File: config.mk
export PLATFORM = sky130hd
export DESIGN_NAME = banco_barramento
export DESIGN_NICKNAME = d
export VERILOG_FILES = /design/src/rtl/banco_barramento.sv
export SDC_FILE = /design/constraint.sdc
export NUM_CORES = 1
export LEC_CHECK = 0
export ABC_AREA = 1
export CORE_ASPECT_RATIO = 2
export CORE_MARGIN = 3
export CORE_UTILIZATION = 55
export CTS_BUF_LIST = sky130_fd_sc_hd__clkbuf_8
export DETAILED_ROUTE_END_ITERATION = 8
export PLACE_DENSITY = 0.83
export SYNTH_ARGS = -nofsm -noshare
export SYNTH_HDL_FRONTEND = slang
export SYNTH_SLANG_ARGS = --single-unit
File: constraint.sdc
create_clock -name clock -period 5.1 [get_ports clock]
set_input_delay 0.765 -clock clock [delete_from_list [all_inputs] [get_ports clock]]
set_output_delay 0.765 -clock clock [all_outputs]
set_load 0.05 [all_outputs]
File: src/rtl/banco_barramento.sv
// banco_barramento: general register bank whose top register doubles as the PC,
// plus a single-entry valid/ready output stage that drives the datapath bus
// from a bank register, the instruction register, or an extended immediate.
module banco_barramento #(
  parameter  int WIDTH = 16,
  parameter  int NREGS = 8,
  parameter  int IMM_W = 10,
  localparam int SW    = $clog2(NREGS)
) (
  input  logic             clock,
  input  logic             reset,
  input  logic             wr_en,
  input  logic [SW-1:0]    wr_sel,
  input  logic [WIDTH-1:0] din,
  input  logic             inc_en,
  input  logic             rd_req,
  output logic             rd_ready,
  input  logic [1:0]       src_mode,
  input  logic [SW-1:0]    rd_sel,
  input  logic [WIDTH-1:0] iR,
  input  logic [IMM_W-1:0] imediato,
  output logic [WIDTH-1:0] out,
  output logic             out_valid,
  input  logic             out_ready
);

  localparam logic [SW-1:0] PC_IDX = SW'(NREGS - 1);

  localparam logic [1:0] SRC_BANK = 2'b00;
  localparam logic [1:0] SRC_IR   = 2'b01;
  localparam logic [1:0] SRC_ZEXT = 2'b10;
  localparam logic [1:0] SRC_SEXT = 2'b11;

  logic [WIDTH-1:0] regs      [NREGS];
  logic [WIDTH-1:0] regs_next [NREGS];
  logic [WIDTH-1:0] src_value;
  logic             accept;
  logic             consume;

  assign rd_ready = !out_valid || out_ready;
  assign accept   = rd_req && rd_ready;
  assign consume  = out_valid && out_ready;

  // Post-update bank contents; the explicit write is applied last so it
  // overrides a concurrent PC increment.
  always_comb begin
    for (int i = 0; i < NREGS; i++) begin
      regs_next[i] = regs[i];
    end
    if (inc_en) begin
      regs_next[PC_IDX] = regs[PC_IDX] + WIDTH'(1);
    end
    if (wr_en) begin
      regs_next[wr_sel] = din;
    end
  end

  // Bus source mux; bank reads come from the post-update view so a same-cycle
  // write or increment is captured without an extra cycle of latency.
  always_comb begin
    src_value = '0;
    case (src_mode)
      SRC_BANK: src_value = regs_next[rd_sel];
      SRC_IR:   src_value = iR;
      SRC_ZEXT: src_value = WIDTH'(imediato);
      SRC_SEXT: src_value = WIDTH'($signed(imediato));
      default:  src_value = '0;
    endcase
  end

  // Register bank storage; updates are independent of the output handshake.
  always_ff @(posedge clock or posedge reset) begin
    if (reset) begin
      for (int i = 0; i < NREGS; i++) begin
        regs[i] <= '0;
      end
    end else begin
      for (int i = 0; i < NREGS; i++) begin
        regs[i] <= regs_next[i];
      end
    end
  end

  // Output stage: load on accept, otherwise drop valid once consumed while
  // holding the last value on the bus.
  always_ff @(posedge clock or posedge reset) begin
    if (reset) begin
      out       <= '0;
      out_valid <= 1'b0;
    end else if (accept) begin
      out       <= src_value;
      out_valid <= 1'b1;
    end else if (consume) begin
      out_valid <= 1'b0;
    end
  end

endmodule

==> impl_metrics.py <==
metrics = {
    "drt": {
        "drcViolationCount": 0,
        "avgRoutedWirePerCell_um": 16.8,
        "firstDrtPassIters": 6,
        "viasPerCell": 5.64,
        "routed_wl_um": 19400,
        "ant_nets": 0,
        "vias": 6532,
        "first_iter_violations": 638,
    },
    "yosys": {
        "yosys.area.top_type": "dfrtp_1",
        "synth-seq-area-share_pct": 48.2,
        "syn-cell-area_mm2": 0.00752,
        "netlist.area_leader.share_pct": 48.2,
        "synth.most_common_cell": "nand2_1",
        "synthesis.instances": 949,
        "synth_ff_type": "dfrtp_1",
        "synth_commonest_cells": "nand2_1 (292), dfrtp_1 (145), inv_1 (101)",
        "yosys_warnings": 0,
        "ys_ff_latch": 145,
        "synth_async_sr_flop_share_pct": 100,
        "synth_area_leaders": "dfrtp_1 (48%), nand2_1 (15%), o21ai_0 (5.4%)",
        "syn_nets": 1006,
        "ys_types": 33,
        "avgSynthCellArea_um2": 7.93,
        "synth-edff-count": 0,
    },
    "critical_path": {
        "cp_slowest_cell": "clkdlybuf4s50_1",
        "cp-end-kind": "output port",
        "crit_path_frequent_cell": "clkdlybuf4s50_1",
        "critPathTopFamily": "buffers and inverters",
        "critPathMaxStageDelay_ns": 0.81,
        "worstSetupStartpointType": "input pin",
        "critical_path_class": "input pin to output port",
        "cp_max_fo": 3,
        "required_ns": 4.34,
        "path_buf_inv": 3,
        "worstPathCellList": "clkdlybuf4s50_1, inv_1, nand2_1, clkdlybuf4s50_1",
        "cp_data_arrival_time_ns": 2.15,
    },
    "final_layout": {
        "antennaDiodeCount": 0,
        "stdcell_count": 1158,
        "nets": 1053,
        "n_fill_cell": 1108,
        "drive_gt1_share_pct": 9.34,
        "final_util_pct": 64.5,
        "syn_to_final_growth_pct": 13.3,
    },
    "timing": {
        "slew-limit-headroom_pct": 30.4,
        "tns_ns": 0,
        "grt_setup_unrepaired": "false",
        "hold_viol_final": 0,
        "worst_pin_slew_ns": 1.04,
        "setup-violations-final": 0,
        "max_freq_ghz": 0.342,
        "min_period_ns": 2.92,
        "post-route-period-util_pct": 57.3,
        "fin_skew_ns": 0.00856,
        "drv_slew": 0,
        "worst_slack_ns": 2.18,
    },
    "floorplanning": {
        "pin_count": 74,
        "die_x_um": 88.7,
        "fp.dieH_um": 171,
        "core_area_mm2": 0.0132,
        "initial_utilization_pct": 56.9,
        "rows": 59,
        "die_area_mm2": 0.0152,
    },
    "clock_tree": {
        "clk_path_buf_depth": 2,
        "cts-root-buf": "clkbuf_8",
        "cts-buffers-inserted": 17,
        "postCtsHoldBufs": 0,
        "cts_htree_levels": 4,
        "postCtsSetupBuffers": 0,
        "clk_latency_ns": 0.44,
        "path_clk_slew_ns": 0.07,
        "clock-sinks": 145,
        "cts-resized-gates": 0,
        "cts_tree": "built",
    },
    "pwr": {
        "powerDensity_mw_per_mm2": 373,
        "leakage_nw": 4.27,
        "fin_total_pwr_mw": 3.18,
        "vdd_drop_max_uv": 241,
    },
    "global_routing": {
        "track_usage_pct": 27.2,
        "grt_pass1_vias": 6368,
        "antenna_found_initial": 0,
        "grt_pass1_wl_um": 31800,
        "overflow": 0,
        "grt_max_degree": 114,
    },
    "place": {
        "place.detailed.hpwl_um": 12900,
        "dp.cells": 1129,
        "gp_congestion": 0.826,
        "preCtsSetupSlack_ns": 2.01,
        "port_buffers": 73,
    },
    "job": {
        "maxCapViolations": 0,
    },
    "min_path": {
        "hold_path.class": "register to register",
    },
    "outcome": {
        "outcome": "finished clean",
    },
}
-- report_power, final --
part | switching, mW | total (mW) | internal, mW
registers | 0.107 | 1.48 | 1.38
logic | 0.533 | 0.833 | 0.299
clock network | 0.403 | 0.860 | 0.457
total | 1.04 | 3.18 | 2.13
-- worst reg2reg max path: cells and delay by family, from the launching register on --
kind / cells / cell delay (ns)
buffers and inverters: 1 / 0.56
AND/OR/NAND/NOR: 3 / 0.79
flip-flops: 1 / 0.35
AO/OA/AOI/OAI: 2 / 0.30
-- through the flow --
stage / cell area, µm² / hold WS [ns]
after floorplan: 7520 / 0.439
after global placement: 8160 / 0.449
after detailed placement: 8160 / 0.452
after CTS: 8530 / 0.468
after global routing: 8530 / 0.479
final: 8530 / 0.471
-- final timing paths --
path	startpoint	to	slack, ns	cells after the start
min in group asynchronous	reset	regs[8]$_DFF_PP0_	0.89	2
max in group asynchronous	reset	out[13]$_DFFE_PP0P_	3.22	3
min reg2reg	regs[100]$_DFF_PP0_	regs[100]$_DFF_PP0_	0.47	2
min	regs[100]$_DFF_PP0_	regs[100]$_DFF_PP0_	0.47	2
max	out_ready	rd_ready	2.18	4
max reg2reg	out_valid$_DFFE_PP0P_	out[10]$_DFFE_PP0P_	3.03	6
-- kinds of logic after synthesis --
group	synth area share, %
simple gates	22.4
compound gates	19.0
buf+inv	9.78
flops	48.2
xor+xnor	0.466
fa+ha+maj	0.166
-- area by class of cell --
cell class	count	area [µm²]	area share, %
Clock inverter	9	93.8	1.10
Multi-Input combinational cell	647	3160	37.1
Inverter	105	399	4.68
Timing Repair Buffer	80	778	9.13
Tap cell	152	190	2.23
Clock buffer	20	275	3.23
Sequential cell	145	3630	42.6
-- routing by layer --
metal / GRT usage [%] / up-vias / wire (µm)
li1: - / 3144 / -
met1: 33.2 / 3126 / 7650
met2: 47.1 / 217 / 10300
met3: 5.03 / 45 / 902
met4: 10.0 / 0 / 574
met5: 0 / - / 0
-- sequential cells by signal, indices dropped and copies added (netlist names) --
| signal | cells |
|---|---|
| regs | 128 |
| out | 16 |
| out_valid | 1 |
-- placed cells by master (no fill, tap or decap), types with 7 or more instances in the layout --
| cell type | synthesis | final |
|---|---|---|
| a21oi_1 | 23 | 23 |
| a221oi_1 | 10 | 10 |
| buf_4 | 1 | 7 |
| clkbuf_8 | 0 | 20 |
| clkdlybuf4s50_1 | 0 | 72 |
| dfrtp_1 | 145 | 145 |
| inv_1 | 101 | 103 |
| nand2_1 | 292 | 292 |
| nand2_2 | 8 | 8 |
| nand3_1 | 40 | 40 |
| nand4_1 | 8 | 8 |
| nor2_1 | 50 | 50 |
| o211ai_1 | 18 | 18 |
| o21a_1 | 8 | 8 |
| o21ai_0 | 81 | 81 |
| o21ai_1 | 45 | 45 |
| o21ai_2 | 39 | 39 |
Note: power is estimated with default switching activity, not from simulation.
